$ cat config.mk
export PLATFORM = sky130hd
export DESIGN_NAME = spi_reg_ctrl
export DESIGN_NICKNAME = d
export VERILOG_FILES = /design/src/rtl/spi_reg_ctrl.sv
export SDC_FILE = /design/constraint.sdc
export NUM_CORES = 1
export LEC_CHECK = 0
export BUFFER_PORTS_ARGS = -buffer_cell sky130_fd_sc_hd__buf_2
export CORE_MARGIN = 2
export CORE_UTILIZATION = 50
export DETAILED_ROUTE_END_ITERATION = 10
export MAX_ROUTING_LAYER = met4
export PLACE_DENSITY = 0.81
export SYNTH_ARGS = -nofsm -noshare
export SYNTH_HDL_FRONTEND = slang
export SYNTH_SLANG_ARGS = --single-unit
$ cat constraint.sdc
create_clock -name clk -period 3.2 [get_ports clk]
set_input_delay 0.48 -clock clk [delete_from_list [all_inputs] [get_ports clk]]
set_output_delay 0.48 -clock clk [all_outputs]
set_load 0.005 [all_outputs]
$ cat src/rtl/spi_reg_ctrl.sv
// SPI-to-register-file bridge: a command byte selects read/write and a start
// address, then each following byte is one auto-incrementing register access.
module spi_reg_ctrl #(
    parameter logic [7:0] SYNC_BYTE = 8'hA5
) (
    input  logic       clk,
    input  logic       rst,
    input  logic       ssel,
    input  logic       rx_valid,
    input  logic [7:0] rx_data,
    output logic [7:0] tx_data,
    output logic [6:0] reg_addr,
    output logic [7:0] reg_wdata,
    output logic       reg_we,
    output logic       reg_re,
    input  logic [7:0] reg_rdata,
    output logic       busy,
    output logic       frame_err,
    output logic [2:0] state_dbg
);

    typedef enum logic [2:0] {
        IDLE     = 3'd0,
        CMD      = 3'd1,
        WRITE    = 3'd2,
        RD_FETCH = 3'd3,
        RD_CAPT  = 3'd4,
        READ     = 3'd5
    } state_t;

    state_t state, state_next;

    logic ssel_meta, ssel_sync, cs_act;
    logic cmd_take, wr_take, rd_advance, ferr_next;

    always_ff @(posedge clk) begin
        if (!rst) begin
            ssel_meta <= 1'b1;
            ssel_sync <= 1'b1;
        end else begin
            ssel_meta <= ssel;
            ssel_sync <= ssel_meta;
        end
    end

    assign cs_act    = ~ssel_sync;
    assign busy      = (state != IDLE);
    assign state_dbg = state;

    // Handshake: rx_valid is a single-cycle qualifier with no back-pressure; a
    // byte is consumed only when rx_valid=1 and cs_act=1 in a state that wants
    // it. reg_we/reg_re are one-cycle strobes with no ready; reg_rdata is
    // taken exactly one clk after reg_re.
    always_comb begin
        state_next = state;
        reg_re     = 1'b0;
        cmd_take   = 1'b0;
        wr_take    = 1'b0;
        rd_advance = 1'b0;
        ferr_next  = 1'b0;
        if (!cs_act) begin
            state_next = IDLE;
            ferr_next  = (state == CMD);
        end else begin
            case (state)
                IDLE: state_next = CMD;
                CMD: begin
                    if (rx_valid) begin
                        cmd_take   = 1'b1;
                        state_next = rx_data[7] ? RD_FETCH : WRITE;
                    end
                end
                WRITE: wr_take = rx_valid;
                RD_FETCH: begin
                    reg_re     = rst;
                    state_next = RD_CAPT;
                end
                RD_CAPT: state_next = READ;
                READ: begin
                    if (rx_valid) begin
                        rd_advance = 1'b1;
                        state_next = RD_FETCH;
                    end
                end
                default: state_next = IDLE;
            endcase
        end
    end

    always_ff @(posedge clk) begin
        if (!rst) begin
            state     <= IDLE;
            tx_data   <= SYNC_BYTE;
            reg_addr  <= 7'd0;
            reg_wdata <= 8'd0;
            reg_we    <= 1'b0;
            frame_err <= 1'b0;
        end else begin
            state     <= state_next;
            reg_we    <= wr_take;
            frame_err <= ferr_next;
            if (wr_take) begin
                reg_wdata <= rx_data;
            end
            // Write bursts advance the cycle after the strobe so reg_we sees
            // the address the byte belongs to; 7-bit rollover gives the wrap.
            if (cmd_take) begin
                reg_addr <= rx_data[6:0];
            end else if (rd_advance || reg_we) begin
                reg_addr <= reg_addr + 7'd1;
            end
            if (state_next == IDLE) begin
                tx_data <= SYNC_BYTE;
            end else if (state == RD_CAPT) begin
                tx_data <= reg_rdata;
            end
        end
    end

endmodule

== Word-level counts from Yosys, hierarchy flattened ==
Index checks and enable logic that the tools add are counted.

* Bits in registers: 30
* Output and inout port bits: 30
* Bits in latches: 0
* Memory bits (read-only): 0
* Input bits: 20
* Logic and storage cells: 38
* Memory bits (writable): 0
* Memories kept: 0

* Bitwise operators: 1
* Shifts and indexed selects: 0
* $add $sub $neg: 1
* Reductions and logical operators: 7
* Multipliers: 0
* Mux-type cells: 16
* Magnitude comparators: 0
* Divide/modulo/power cells: 0
* Eq/ne operators: 5

{| class="wikitable"
|+ Operator list
! cell !! number
|-
| 3-bit case mux with 6 select lines || 1
|-
| 7-bit 2-to-1 mux || 2
|-
| 1-bit 2-to-1 mux || 10
|-
| 3-bit 2-to-1 mux || 3
|-
| 7-bit by 1-bit adder with 7-bit output (second input constant) || 1
|-
| 3-bit by 2-bit equality test with 1-bit output (second input constant) || 2
|-
| 3-bit equality test (second input constant) || 2
|-
| 3-bit zero test || 2
|-
| 3-bit by 1-bit equality test with 1-bit output (second input constant) || 1
|-
| 3-bit nonzero test || 1
|-
| 2-bit AND reduction || 1
|-
| 2-bit nonzero test || 1
|-
| 2-bit OR reduction || 1
|-
| 1-bit logical OR || 1
|-
| 1-bit NOT || 1
|}

== Logic depth before layout (Yosys ltp) ==
Gate-level depths: netlist of the first run.

* Depth in word-level cells: 6
* Gate-level depth with buffers: 6
* Mapped depth without buffers: 5

== Least setup slack after synthesis of the first run ==
Ideal clock, no wire load.

* Path kind: register to register
* Start point: reg reg_addr[0]
* End point: reg reg_addr[6]
* Arrival: 1.495 ns
* Slack: 1.622 ns
* Setup time: 0.082 ns
* Data required time: 3.118 ns
* Path buffers: 0
* Cell stages (with the launch flop): 6
* Clock period less this slack: 1.578 ns
* Cells stage by stage: dfxtp_1 -> ha_1 -> nand3_1 -> or2_2 -> or4_1 -> o221ai_1

* Word-level cells in the longest chain between the ends: 3

{| class="wikitable"
|+ RTL lines
! item !! RTL line !! text
|-
| from (decl) || 12 || <nowiki>output logic [6:0] reg_addr,</nowiki>
|-
| from (signal assigned) || 108 || <nowiki>reg_addr <= rx_data[6:0];</nowiki>
|-
| from (signal assigned) || 110 || <nowiki>reg_addr <= reg_addr + 7'd1;</nowiki>
|-
| 7-bit by 1-bit adder with 7-bit output || 110 ||
|-
| 7-bit 2-to-1 mux || 109 || <nowiki>end else if (rd_advance || reg_we) begin</nowiki>
|-
| 7-bit 2-to-1 mux || 107 || <nowiki>if (cmd_take) begin</nowiki>
|}

Every way passes these cells. The select of a mux whose other input is x is not followed.
A chain may end at the register's enable or synchronous reset.

== Worst setup path after layout of the first run ==
* Start point: reg state[1] (netlist: state_dbg[1])
* End point: out busy

* Word-level cells in the longest chain between the ends: 1

{| class="wikitable"
|+ RTL lines
! item !! RTL line !! text
|-
| from (decl) || 31 || <nowiki>state_t state, state_next;</nowiki>
|-
| from (signal assigned) || 99 || <nowiki>state <= state_next;</nowiki>
|-
| 3-bit nonzero test || 47 || <nowiki>assign busy = (state != IDLE);</nowiki>
|-
| to (decl) || 17 || <nowiki>output logic busy,</nowiki>
|}

Every way passes these cells.

==> impl_metrics.env, run 1 <==
export IMPL_cp_max_fo=13
export IMPL_grtUsageTotal_pct=20.9
export IMPL_finish_net_count=204
export IMPL_path_cells="or3_1 > buf_2"
export IMPL_cts_made_buffers=5
export IMPL_antenna_left=0
export IMPL_cellLeakagePower_uw=0.000745
export IMPL_placedInstanceArea_sq_um=1520
export IMPL_ff2ff_path_depth=5
export IMPL_synth_edf_count=0
export IMPL_critPathMaxStageDelay_ns=0.43
export IMPL_routed_wl_um=2770
export IMPL_clock_sinks=30
export IMPL_dpl_cell_count=206
export IMPL_overflow=0
export IMPL_htreeDepth=2
export IMPL_yosys_cell_types_count=34
export IMPL_vias=1114
export IMPL_power_total_uw=637
export IMPL_hold_depth=2
export IMPL_syn_area_sq_um=1250
export IMPL_syn_inst=132
export IMPL_hold_class="input pin to register"
export IMPL_drt_iter0_markers=17
export IMPL_yosysSeqAreaShare_pct=47.9
export IMPL_ys_async_sr_fraction_pct=0
export IMPL_syn_nets=153
export IMPL_tightest_slew_ns=0.560
export IMPL_ys_ff_latch=30
export IMPL_antenna_cells=0
export IMPL_power_density_nw_per_um2=404
export IMPL_cts_hold_buf=0
export IMPL_gp_congestion=0.813
export IMPL_crit_family="flip-flops"
export IMPL_port_buffers=49
export IMPL_fp_row_count=18
export IMPL_crit_cells=2
export IMPL_worst_setup_path_type="register to output port"
export IMPL_slew_headroom_pct=62.5
export IMPL_die_y_um=54.1
export IMPL_root_buffer="clkbuf_4"
export IMPL_syn2layout_area_growth_pct=25.8
export IMPL_post_route_period_util_pct=54.9
export IMPL_final_core_util_pct=64.9
export IMPL_clockBufferDepth=2
export IMPL_status="finished clean"
export IMPL_post_cts_buffers=0
export IMPL_viasPerCell=5.21
export IMPL_drt_pass1_iterations=4
export IMPL_synth_top_flop_cell="dfxtp_1"
export IMPL_ios=50
export IMPL_fin_area_sq_um=1580
export IMPL_post_cts_resized=0
export IMPL_critPathBufInv=1
export IMPL_drive_gt1_share_pct=33.2
export IMPL_grt_pass1_vias=951
export IMPL_fin_tns_setup_ns=0
export IMPL_required_ns=2.72
export IMPL_arrival_ns=1.28
export IMPL_setup_worst_path_start_class="register"
export IMPL_start_util_pct=51.6
export IMPL_rsz0062_at_grt="false"
export IMPL_die_area_sq_um=2930
export IMPL_report_final_slew_viol_count=0
export IMPL_crit_path_top_delay_cell="dfxtp_1"
export IMPL_yosysWarnings=0
export IMPL_drcViolationCount=0
export IMPL_clk_latency_ns=0.32
export IMPL_skew_ns=0.00815
export IMPL_final_cells=214
export IMPL_setup_viol=0
export IMPL_design_core_area_sq_um=2430
export IMPL_die_w_um=54.1
export IMPL_cts_tree="done"
export IMPL_period_needed_ns=1.76
export IMPL_grt_max_degree=14
export IMPL_end_kind="output port"
export IMPL_cap_violations=0
export IMPL_peakVddDrop_v=0.000328
export IMPL_grt_antenna_before_repair=0
export IMPL_grt_first_pass_wirelength_um=4150
export IMPL_dp_hpwl_um=2090
export IMPL_max_freq_mhz=570
export IMPL_hold_violations=0
export IMPL_routedWlPerCell_um=12.9
export IMPL_clk_pin_slew_ns=0.09
export IMPL_avgSynthCellArea_sq_um=9.51
[layout make-up]
| cell class | count | area [sq um] |
|---|---|---|
| clock inverters | 1 | 5.00 |
| fillers | 199 | 853 |
| well taps | 30 | 37.5 |
| clock buffers | 7 | 55.1 |
| inverters | 1 | 3.75 |
| flip-flops and latches | 30 | 601 |
| multi-input cells | 95 | 624 |
| repair buffers | 50 | 253 |
[worst paths after layout]
| check | to | start | slack, ns |
|---|---|---|---|
| worst max-delay path | busy | state_dbg[1] | 1.44 |
| worst min-delay path | ssel_meta | ssel | 0.34 |
| worst max register to register | reg_addr[6] | reg_addr[0] | 1.45 |
| worst min register to register | ssel_sync | ssel_meta | 0.42 |
[worst reg2reg max path: stages (launching register included)]
cell and delay [ns]:
dfxtp_1 0.45, ha_1 0.20, nand3_1 0.14, or2_2 0.34, or4_1 0.47, o221ai_1 0.08
[cell families after synthesis]
kind of cell	count (synthesis)	share of synthesized area, %
DFF	30	47.9
and+or+nand+nor	52	22.2
buffers and inverters	7	2.39
xor gates and xnor gates	3	2.09
muxes	16	12.8
adders and majority gates	1	0.997
AOI/OAI and AO/OA	23	11.7
[routing by layer]
metal	track usage [%]	vias up	wire, um
li1	-	566	-
met1	25.3	515	1270
met2	31.5	28	1340
met3	5.00	5	117
met4	12.1	0	42
met5	-	-	0
[where the power goes]
group | internal [uW] | switching (uW) | leakage (uW)
Combinational | 13.5 | 14.5 | 0.000467
Clock | 106 | 126 | 0.0000353
Sequential | 375 | 1.88 | 0.000242
Total | 495 | 143 | 0.000745
[sequential cells by signal, summed over array words and instances (netlist names)]
| register | flops |
|---|---|
| reg_wdata | 8 |
| tx_data | 8 |
| reg_addr | 7 |
| state_dbg | 3 |
| frame_err | 1 |
| reg_we | 1 |
| ssel_meta | 1 |
| ssel_sync | 1 |
[Yosys cell counts, types with 2 or more instances]
cell type / count / area, sq um
o21ai_0: 4 / 20.0
nor3_1: 4 / 20.0
a211oi_1: 2 / 15.0
nand3b_1: 3 / 22.5
nor2_1: 18 / 67.6
nand2b_1: 4 / 25.0
o2111ai_1: 2 / 17.5
buf_2: 3 / 15.0
a21oi_1: 9 / 45.0
dfxtp_1: 30 / 601
nand2_1: 10 / 37.5
mux2i_1: 16 / 160
clkbuf_1: 3 / 11.3
xor2_1: 3 / 26.3
nand3_1: 2 / 10.0
[placed cells by master (no fill, tap or decap), types with 3 or more instances in the layout]
master,Yosys,final
o21ai_0,4,4
nor3_1,4,4
nand2b_1,4,4
clkbuf_4,0,5
dfxtp_1,30,30
nand2_1,10,10
nor2_1,18,18
mux2i_1,16,16
nand3b_1,3,3
buf_2,3,49
a21oi_1,9,9
xor2_1,3,3
[per-stage QoR]
| step | hold slack (ns) | worst slack [ns] |
|---|---|---|
| floorplan | 0.386 | 1.62 |
| global placement | 0.393 | 1.48 |
| detailed placement | 0.396 | 1.38 |
| CTS | 0.326 | 1.43 |
| global route | 0.322 | 1.31 |
| finish | 0.338 | 1.44 |
No activity file was read; power rests on OpenSTA's default activity.
==> inputs of run 2 (changes only) <==
--- a/config.mk
+++ b/config.mk
@@ -5,12 +5,13 @@
 export SDC_FILE = /design/constraint.sdc
 export NUM_CORES = 1
 export LEC_CHECK = 0
+export ABC_AREA = 1
 export BUFFER_PORTS_ARGS = -buffer_cell sky130_fd_sc_hd__buf_2
 export CORE_MARGIN = 2
-export CORE_UTILIZATION = 50
+export CORE_UTILIZATION = 48
 export DETAILED_ROUTE_END_ITERATION = 10
 export MAX_ROUTING_LAYER = met4
-export PLACE_DENSITY = 0.81
+export PLACE_DENSITY = 0.76
 export SYNTH_ARGS = -nofsm -noshare
 export SYNTH_HDL_FRONTEND = slang
 export SYNTH_SLANG_ARGS = --single-unit
==> constraint.sdc (replaced) <==
create_clock -name clk -period 1.7 [get_ports clk]
set_input_delay 0.255 -clock clk [delete_from_list [all_inputs] [get_ports clk]]
set_output_delay 0.255 -clock clk [all_outputs]
set_load 0.005 [all_outputs]
==> run 2 against run 1 <==
Hold slack lost 0.24 ns. Largest cell class unchanged. Critical endpoint unchanged. Clock power grew 71%. Cell area grew 8.1%.
==> impl_metrics.env, run 2 <==
export IMPL_status="finished clean"
export IMPL_slew_headroom_pct=76.5
export IMPL_ys_top_cells_by_count="nand2_1, dfxtp_1, inv_1"
export IMPL_worstReg2RegEnd="reg_wdata[1]"
export IMPL_hold_class="input pin to register"
export IMPL_end_kind="output port"
export IMPL_cap_violations=0
export IMPL_drive_gt1_share_pct=30.4
export IMPL_port_buffers=49
export IMPL_peakVddDrop_v=0.000689
export IMPL_required_ns=1.44
export IMPL_die_y_um=58.1
export IMPL_crit_family="simple AND/OR/NAND/NOR gates"
export IMPL_antenna_cells=0
export IMPL_clk_pin_slew_ns=0.09
export IMPL_clock_sinks=30
export IMPL_hold_violations=0
export IMPL_grt_max_degree=16
export IMPL_start_util_pct=50.6
export IMPL_fin_tns_setup_ns=0
export IMPL_crit_cells=3
export IMPL_path_cells="nor2_2 > nand2_1 > buf_2"
export IMPL_synth_top_flop_cell="dfxtp_1"
export IMPL_cts_hold_buf=0
export IMPL_ios=50
export IMPL_drt_pass1_iterations=4
export IMPL_syn_nets=222
export IMPL_drcViolationCount=0
export IMPL_worstSetupEndpoint="busy"
export IMPL_final_common_cell="buf_2"
export IMPL_grtUsageTotal_pct=21.1
export IMPL_layout_common_cells="buf_2, nand2_1, dfxtp_1, inv_1, nor2_1"
export IMPL_die_area_sq_um=3380
export IMPL_max_freq_mhz=653
export IMPL_clockBufferDepth=2
export IMPL_yosysSeqAreaShare_pct=42.7
export IMPL_post_cts_buffers=0
export IMPL_clk_latency_ns=0.34
export IMPL_synth_edf_count=0
export IMPL_finish_net_count=274
export IMPL_synth_top_area_cell="dfxtp_1"
export IMPL_routed_wl_um=3130
export IMPL_syn2layout_area_growth_pct=21.4
export IMPL_cp_max_fo=10
export IMPL_design_core_area_sq_um=2780
export IMPL_reg2reg_from="state_dbg[1]"
export IMPL_routedWlPerCell_um=11.0
export IMPL_drt_iter0_markers=61
export IMPL_final_cells=284
export IMPL_setup_worst_path_start_class="register"
export IMPL_root_buffer="clkbuf_4"
export IMPL_period_needed_ns=1.53
export IMPL_syn_area_sq_um=1410
export IMPL_overflow=0
export IMPL_netlist_area_leader_share_pct=42.7
export IMPL_critPathMaxStageDelay_ns=0.39
export IMPL_synthTopCellsByArea="dfxtp_1, nand2_1, nand3_1"
export IMPL_vias=1400
export IMPL_ff2ff_path_depth=7
export IMPL_report_final_slew_viol_count=0
export IMPL_tightest_slew_ns=0.352
export IMPL_reg2reg_slack_ns=0.35
export IMPL_critPathBufInv=1
export IMPL_yosys_cell_types_count=25
export IMPL_post_route_period_util_pct=90.0
export IMPL_crit_path_top_delay_cell="dfxtp_1"
export IMPL_rsz0062_at_grt="false"
export IMPL_cts_tree="done"
export IMPL_power_density_nw_per_um2=684
export IMPL_die_w_um=58.1
export IMPL_worst_setup_path_type="register to output port"
export IMPL_ys_async_sr_fraction_pct=0
export IMPL_viasPerCell=4.93
export IMPL_yosysWarnings=0
export IMPL_fp_row_count=19
export IMPL_post_cts_resized=0
export IMPL_arrival_ns=1.28
export IMPL_yosysMostFrequentCell="nand2_1"
export IMPL_antenna_left=0
export IMPL_cellLeakagePower_uw=0.000903
export IMPL_grt_antenna_before_repair=0
export IMPL_htreeDepth=2
export IMPL_gp_congestion=0.821
export IMPL_skew_ns=0.00735
export IMPL_setup_viol=0
export IMPL_ys_ff_latch=30
export IMPL_dpl_cell_count=277
export IMPL_syn_inst=201
export IMPL_dp_hpwl_um=2380
export IMPL_startpoint="state_dbg[0]"
export IMPL_reg_largest_list="reg_wdata: 8 flops, tx_data: 8 flops, reg_addr: 7 flops"
export IMPL_avgSynthCellArea_sq_um=7.00
export IMPL_cts_made_buffers=5
export IMPL_grt_first_pass_wirelength_um=5310
export IMPL_grt_pass1_vias=1246
[run 2: layout make-up]
class                      instances  area (sq um)
timing repair buffer              50           253
fill                             274          1070
inverter                          33           124
multi-input combinational        133           643
clock inverter                     2          10.0
tap                               31          38.8
sequential                        30           601
clock buffer                       5          37.5
[run 2: cell families (layout without fill, tap and decap cells)]
logic type / Yosys count / in the layout / share of synthesized area [%]
compound gates: 24 / 24 / 8.90
xor+xnor: 1 / 1 / 0.623
fa+ha+maj: 1 / 1 / 0.890
buf+inv: 38 / 90 / 11.6
flops: 30 / 30 / 42.7
simple gates: 107 / 107 / 35.3
[run 2: worst min-delay path by stage]
stage               slack, ns       from  depth (start not counted)   endpoint
floorplan                0.36       ssel                          1  ssel_meta
global placement         0.40  ssel_meta                          1  ssel_sync
detailed placement       0.41  ssel_meta                          1  ssel_sync
CTS                      0.10       ssel                          2  ssel_meta
global route             0.12       ssel                          2  ssel_meta
finish                    0.1       ssel                          2  ssel_meta
[run 2: metal layers]
metal	wire length, um	GRT usage, %
met5	0	-
met2	1380	31.7
met4	63	12.0
met1	1480	26.4
met3	207	4.02
[run 2: stage by stage]
| stage | area [sq um] | worst slack (ns) | hold WS [ns] | util (%) | total power (uW) |
|---|---|---|---|---|---|
| 2_1_floorplan | 1410 | 0.531 | 0.362 | - | 752 |
| 3_3_place_gp | 1660 | 0.356 | 0.400 | 59.6 | 785 |
| 3_5_place_dp | 1660 | 0.331 | 0.408 | 59.6 | 785 |
| 4_1_cts | 1710 | 0.172 | 0.103 | 61.4 | 1170 |
| 5_1_grt | 1710 | 0.0569 | 0.118 | 61.4 | 1220 |
| 6_report | 1710 | 0.169 | 0.0989 | 61.4 | 1170 |
[run 2: report_power, final]
group,switching (uW),internal [uW],leakage (uW)
sequential,4.18,706,0.000242
combinational,33.7,25.1,0.000630
clock,250,148,0.0000308
total,288,879,0.000903
[run 2: worst reg2reg max path, delay by kind of cell, from the launching register on]
family / cells / cell delay, ns
AND/OR/NAND/NOR: 5 / 0.57
buffers and inverters: 2 / 0.24
flip-flops: 1 / 0.45
